==> src/rtl/parser_if.sv <==
// Master-side view of the 8-bit memory block port shared by the parser and the word finder.
interface mb8_io #(
  parameter int ASZ = 17,
  parameter int DSZ = 8
);
  logic [ASZ-1:0] ai;
  logic           we;
  logic [DSZ-1:0] vo;

  modport master (output ai, output we, output vo);
  modport slave  (input  ai, input  we, input  vo);
endinterface

==> src/rtl/parser.sv <==
// eForth1 token parser: skips leading delimiters in the TIB from >IN and copies the next
// token into a counted-string buffer (length byte, then characters) for the word finder.
module parser #(
  parameter int DSZ  = 8,
  parameter int ASZ  = 17,
  parameter int TMAX = 31
) (
  input  logic           clk,
  input  logic           rst_n,
  mb8_io.master          mb_if,
  input  logic           en,
  input  logic [ASZ-1:0] tib,
  input  logic [7:0]     ntib,
  input  logic [7:0]     toin,
  input  logic [ASZ-1:0] buf_addr,
  input  logic [DSZ-1:0] dlm,
  input  logic [DSZ-1:0] vw,
  output logic           bsy,
  output logic           ok,
  output logic [7:0]     len,
  output logic           trc,
  output logic [7:0]     toin_o,
  output logic [3:0]     st
);

  localparam logic [3:0] IDL = 4'd0;
  localparam logic [3:0] SRD = 4'd1;
  localparam logic [3:0] SWT = 4'd2;
  localparam logic [3:0] SCK = 4'd3;
  localparam logic [3:0] CWR = 4'd4;
  localparam logic [3:0] CRD = 4'd5;
  localparam logic [3:0] CWT = 4'd6;
  localparam logic [3:0] CCK = 4'd7;
  localparam logic [3:0] WRL = 4'd8;
  localparam logic [3:0] DON = 4'd9;

  logic [3:0]     st_q, st_d;
  logic           bsy_q, bsy_d, ok_q, ok_d, trc_q, trc_d;
  logic [7:0]     len_q, len_d, toin_o_q, toin_o_d;
  logic [7:0]     n_q, n_d, idx_q, idx_d;
  logic [ASZ-1:0] ai_q, ai_d;
  logic           we_q, we_d;
  logic [DSZ-1:0] vo_q, vo_d;
  logic           is_dlm, at_end;

  // A space delimiter also matches every control character (tab, CR, LF).
  assign is_dlm = (dlm == DSZ'(8'h20)) ? (vw <= DSZ'(8'h20)) : (vw == dlm);
  assign at_end = (idx_q >= ntib);

  always_comb begin
    st_d     = st_q;
    bsy_d    = bsy_q;
    ok_d     = ok_q;
    trc_d    = trc_q;
    len_d    = len_q;
    toin_o_d = toin_o_q;
    n_d      = n_q;
    idx_d    = idx_q;
    ai_d     = ai_q;
    we_d     = we_q;
    vo_d     = vo_q;
    if (!en && st_q != IDL && st_q != DON) begin
      st_d  = IDL;
      bsy_d = 1'b0;
      we_d  = 1'b0;
      ok_d  = 1'b0;
    end else begin
      case (st_q)
        IDL: begin
          we_d = 1'b0;
          if (en) begin
            bsy_d = 1'b1;
            ok_d  = 1'b0;
            trc_d = 1'b0;
            n_d   = 8'd0;
            idx_d = toin;
            st_d  = SRD;
          end
        end
        SRD: begin
          if (at_end) st_d = WRL;
          else begin
            ai_d = tib + ASZ'(idx_q);
            st_d = SWT;
          end
        end
        SWT: st_d = SCK;
        SCK: begin
          if (is_dlm) begin
            idx_d = idx_q + 8'd1;
            st_d  = SRD;
          end else st_d = CWR;
        end
        CWR: begin
          // Characters past TMAX are still consumed, just not stored.
          if (n_q < 8'(TMAX)) begin
            ai_d = buf_addr + ASZ'(n_q) + ASZ'(1);
            vo_d = vw;
            we_d = 1'b1;
            n_d  = n_q + 8'd1;
          end else trc_d = 1'b1;
          idx_d = idx_q + 8'd1;
          st_d  = CRD;
        end
        CRD: begin
          we_d = 1'b0;
          if (at_end) st_d = WRL;
          else begin
            ai_d = tib + ASZ'(idx_q);
            st_d = CWT;
          end
        end
        CWT: st_d = CCK;
        CCK: begin
          if (is_dlm) begin
            idx_d = idx_q + 8'd1;
            st_d  = WRL;
          end else st_d = CWR;
        end
        WRL: begin
          ai_d     = buf_addr;
          vo_d     = DSZ'(n_q);
          we_d     = 1'b1;
          len_d    = n_q;
          ok_d     = (n_q != 8'd0);
          toin_o_d = idx_q;
          bsy_d    = 1'b0;
          st_d     = DON;
        end
        DON: begin
          we_d = 1'b0;
          if (!en) st_d = IDL;
        end
        default: begin
          st_d  = IDL;
          bsy_d = 1'b0;
          we_d  = 1'b0;
        end
      endcase
    end
  end

  always_ff @(posedge clk or negedge rst_n) begin
    if (!rst_n) begin
      st_q     <= IDL;
      bsy_q    <= 1'b0;
      ok_q     <= 1'b0;
      trc_q    <= 1'b0;
      len_q    <= 8'd0;
      toin_o_q <= 8'd0;
      n_q      <= 8'd0;
      idx_q    <= 8'd0;
      ai_q     <= '0;
      we_q     <= 1'b0;
      vo_q     <= '0;
    end else begin
      st_q     <= st_d;
      bsy_q    <= bsy_d;
      ok_q     <= ok_d;
      trc_q    <= trc_d;
      len_q    <= len_d;
      toin_o_q <= toin_o_d;
      n_q      <= n_d;
      idx_q    <= idx_d;
      ai_q     <= ai_d;
      we_q     <= we_d;
      vo_q     <= vo_d;
    end
  end

  assign mb_if.ai = ai_q;
  assign mb_if.we = we_q;
  assign mb_if.vo = vo_q;
  assign bsy      = bsy_q;
  assign ok       = ok_q;
  assign trc      = trc_q;
  assign len      = len_q;
  assign toin_o   = toin_o_q;
  assign st       = st_q;

endmodule

==> src/flat_wrapper.sv <==
// flat-port wrapper written by rule: the top's interface ports become plain ports
module parser_flat 
#(
  parameter int DSZ  = 8,
  parameter int ASZ  = 17,
  parameter int TMAX = 31
)
  (clk, rst_n, en, tib, ntib, toin, buf_addr, dlm, vw, bsy, ok, len, trc, toin_o, st, mb_if_ai, mb_if_we, mb_if_vo);
  mb8_io #(.ASZ(ASZ), .DSZ(DSZ)) mb_if_i ();
  input  logic clk;
  input  logic rst_n;
  input  logic en;
  input  logic [ASZ-1:0] tib;
  input  logic [7:0] ntib;
  input  logic [7:0] toin;
  input  logic [ASZ-1:0] buf_addr;
  input  logic [DSZ-1:0] dlm;
  input  logic [DSZ-1:0] vw;
  output logic bsy;
  output logic ok;
  output logic [7:0] len;
  output logic trc;
  output logic [7:0] toin_o;
  output logic [3:0] st;
  output wire logic [$bits(mb_if_i.ai)-1:0] mb_if_ai;
  output wire logic [$bits(mb_if_i.we)-1:0] mb_if_we;
  output wire logic [$bits(mb_if_i.vo)-1:0] mb_if_vo;
  assign mb_if_ai = mb_if_i.ai;
  assign mb_if_we = mb_if_i.we;
  assign mb_if_vo = mb_if_i.vo;
  parser #(.DSZ(DSZ), .ASZ(ASZ), .TMAX(TMAX)) u_core (.clk(clk), .rst_n(rst_n), .mb_if(mb_if_i), .en(en), .tib(tib), .ntib(ntib), .toin(toin), .buf_addr(buf_addr), .dlm(dlm), .vw(vw), .bsy(bsy), .ok(ok), .len(len), .trc(trc), .toin_o(toin_o), .st(st));
endmodule
==> config.mk <==
export PLATFORM = sky130hd
export DESIGN_NAME = parser_flat
export DESIGN_NICKNAME = d
export VERILOG_FILES = /design/src/rtl/parser_if.sv /design/src/rtl/parser.sv /design/src/flat_wrapper.sv
export SDC_FILE = /design/constraint.sdc
export NUM_CORES = 1
export LEC_CHECK = 0
export BUFFER_PORTS_ARGS = -buffer_cell sky130_fd_sc_hd__buf_2
export CORE_MARGIN = 3
export CORE_UTILIZATION = 58
export DETAILED_ROUTE_END_ITERATION = 7
export GPL_ROUTABILITY_DRIVEN = 1
export PLACE_DENSITY = 0.93
export SLEW_MARGIN = 10
export SYNTH_ARGS = -nofsm -noshare
export SYNTH_HDL_FRONTEND = slang
export SYNTH_SLANG_ARGS = --single-unit
==> constraint.sdc <==
create_clock -name clk -period 6.7 [get_ports clk]
set_input_delay 0 -clock clk [delete_from_list [all_inputs] [get_ports clk]]
set_output_delay 0 -clock clk [all_outputs]
set_load 0.02 [all_outputs]
==> results.json <==
{
  "rsz0062_at_grt": "no",
  "ios": 118,
  "port_buffers": 117,
  "core_sq_mm": 0.00749,
  "area_growth_pct": 22.8,
  "fin_crit_sh_pct": 41.6,
  "dp_slack_ns": 4.02,
  "crit_path_end_kind": "register",
  "cts_inserted_buffers": 9,
  "grt_overflow": 0,
  "tritoncts": "done",
  "grt_max_degree": 66,
  "drive_gt1_share_pct": 23.7,
  "synth_ff_type": "dfrtp_1",
  "start_util_pct": 61.8,
  "yosysSeqAreaShare_pct": 35.2,
  "async_flop_share_pct": 100,
  "yosys-top-cells-area": "dfrtp_1 (35%), ha_1 (7.3%), nand2_1 (5.9%)",
  "via_count": 4882,
  "synthCells": 540,
  "holdPathEnd": "u_core.idx_q[5]",
  "finalHoldViolCount": 0,
  "fin_nets": 770,
  "place_congestion": 0.935,
  "synth_top_area_share_pct": 35.2,
  "dp.cells": 740,
  "clock_sink_count": 65,
  "cts.htree.levels": 3,
  "vias_per_cell": 6.30,
  "finClkSkew_ns": 0.00893,
  "path_max_fanout": 5,
  "cts.clk_slew.worst_paths_ns": 0.08,
  "rows": 31,
  "p_total_uw": 2300,
  "powerDensity_mw_per_mm2": 404,
  "grt_use_total_pct": 31.9,
  "ff2ff_path_depth": 9,
  "drc": 0,
  "worstPathArrival_ns": 2.99,
  "ir_drop_mv": 0.249,
  "worst_slew_pin_slew_ns": 0.885,
  "cts_setup_buffers": 0,
  "hold_buffers": 20,
  "maxCapViolations": 0,
  "die-area_sq_mm": 0.00908,
  "criticalPathCategory": "reg -> reg",
  "drtPass1Iterations": 5,
  "worst_setup_path_start_kind": "register",
  "finalMaxSlewViolations": 0,
  "synthesis.area_sq_mm": 0.00463,
  "grt_pass1_vias": 4731,
  "grt_antenna_before_repair": 0,
  "rrSetupSlack_ns": 3.91,
  "min_path_cells": 3,
  "clock_latency_ns": 0.36,
  "critPathLaunch": "u_core.idx_q[0]",
  "cts_buffer_depth": 2,
  "hold_path.class": "in -> reg",
  "ys_ff_latch": 65,
  "status": "finished, final reports clean",
  "die_x_um": 95.3,
  "r2r-start": "u_core.idx_q[0]",
  "synth-edff-count": 0,
  "final_cells": 775,
  "ant_nets": 0,
  "fin_crit_ns": 2.79,
  "fin_ws_ns": 3.91,
  "slew_headroom_pct": 41.0,
  "syn-num-nets": 638,
  "grt_pass1_wl_um": 22500,
  "yosysTopAreaCell": "dfrtp_1",
  "drt_iter0_markers": 448,
  "worstPathRequired_ns": 6.91,
  "drt-total-wl_um": 14200,
  "fmax_ghz": 0.359,
  "syn_area_per_cell_sq_um": 8.57,
  "tns_ns": 0,
  "r2r-end": "u_core.mb_if.ai[12]",
  "synth.top_cells.by_count": "nand2_1 (73), dfrtp_1 (65), nor2_1 (44)",
  "yosysMostFrequentCell": "nand2_1",
  "post_drt_wl_per_cell_um": 18.3,
  "hp-start": "toin[5]",
  "cts_resized": 0,
  "yosysUniqueCellTypes": 63,
  "place.detailed.hpwl_um": 10100,
  "die_h_um": 95.3,
  "setup_viol": 0,
  "leakage_uw": 0.00267,
  "synth_warnings": 0,
  "finish.utilization_pct": 75.9,
  "diodes": 0,
  "cts-root-buf": "clkbuf_8"
}
-- worst max-delay path: stages, from the launching register on --
cell	delay (ns)
dfrtp_1	0.43
ha_1	0.22
inv_1	0.07
fa_1	0.38
nor2b_1	0.25
o21bai_1	0.20
a2111oi_0	0.53
xor2_1	0.16
a221oi_1	0.29
o21ai_0	0.10
-- layer usage --
| metal | up-vias | global-route usage (%) | share of wire, % |
|---|---|---|---|
| met5 | - | 0 | 0 |
| met4 | 0 | 16.8 | 4.3 |
| met3 | 59 | 6.79 | 8.5 |
| met2 | 301 | 50.9 | 48 |
| met1 | 2283 | 40.7 | 39 |
| li1 | 2239 | - | - |
-- layout by cell type, fill, tap and decap left out, types with 4 or more instances in the layout --
cell type,n
or3_1,5
nand4_1,6
clkbuf_8,9
nor3_1,7
buf_4,4
nand2_1,73
mux2_2,11
dlygate4sd3_1,20
dfrtp_1,65
o22ai_1,4
xnor2_1,8
a21oi_1,35
a22oi_1,6
nor2b_1,4
buf_2,117
a21o_1,9
and3_1,7
nand2b_1,9
o21ai_1,5
and2_1,4
a2111oi_0,4
nor2_1,44
a211oi_1,7
inv_1,24
o21ai_0,39
a221oi_1,8
xor2_1,18
a31oi_1,17
nor4_1,5
ha_1,27
o21a_1,7
nand3_1,17
-- power by group --
| part | total [uW] | switching [uW] | internal (uW) |
|---|---|---|---|
| registers | 685 | 148 | 537 |
| clock network | 377 | 168 | 209 |
| logic | 1230 | 781 | 453 |
| total | 2300 | 1100 | 1200 |
-- registers in the layout (all words and copies together) (netlist names) --
name and flops:
u_core.mb_if.vo 8, u_core.ok 1, u_core.mb_if.ai 17, u_core.mb_if.we 1
u_core.bsy 1, u_core.st 4, u_core.trc 1, u_core.n_q 8
u_core.toin_o 8, u_core.len 8, u_core.idx_q 8
-- per-stage QoR --
step           hold WS, ns  area (sq um)
2_1_floorplan       -0.296          4630
3_3_place_gp         0.225          5260
3_5_place_dp         0.245          5260
4_1_cts            0.00931          5680
5_1_grt             0.0119          5680
6_report            0.0113          5680
-- area by class of cell --
cell class	instances	area, sq um
tap	99	124
sequential	65	1630
fill	531	1810
timing repair buffer	141	816
multi-input combinational	431	2810
clock buffer	9	124
inverter	24	90.1
clock inverter	6	92.6
-- worst max path at each step --
stage | endpoint | slack [ns]
final | u_core.mb_if.ai[12] | 3.91
after floorplan | u_core.mb_if.ai[12] | 4.43
after global placement | u_core.mb_if.ai[13] | 4.21
after CTS | u_core.mb_if.ai[12] | 3.95
after global routing | u_core.mb_if.ai[9] | 3.68
after detailed placement | u_core.mb_if.ai[12] | 4.02
-- logic make-up after synthesis --
kind of cell | synth area share (%)
muxes | 3.33
and+or+nand+nor | 21.7
DFF | 35.2
buffers and inverters | 4.16
AOI/OAI and AO/OA | 22.6
adders and majority gates | 8.17
xor gates and xnor gates | 4.92
Note: power is estimated with default switching activity, not from simulation.
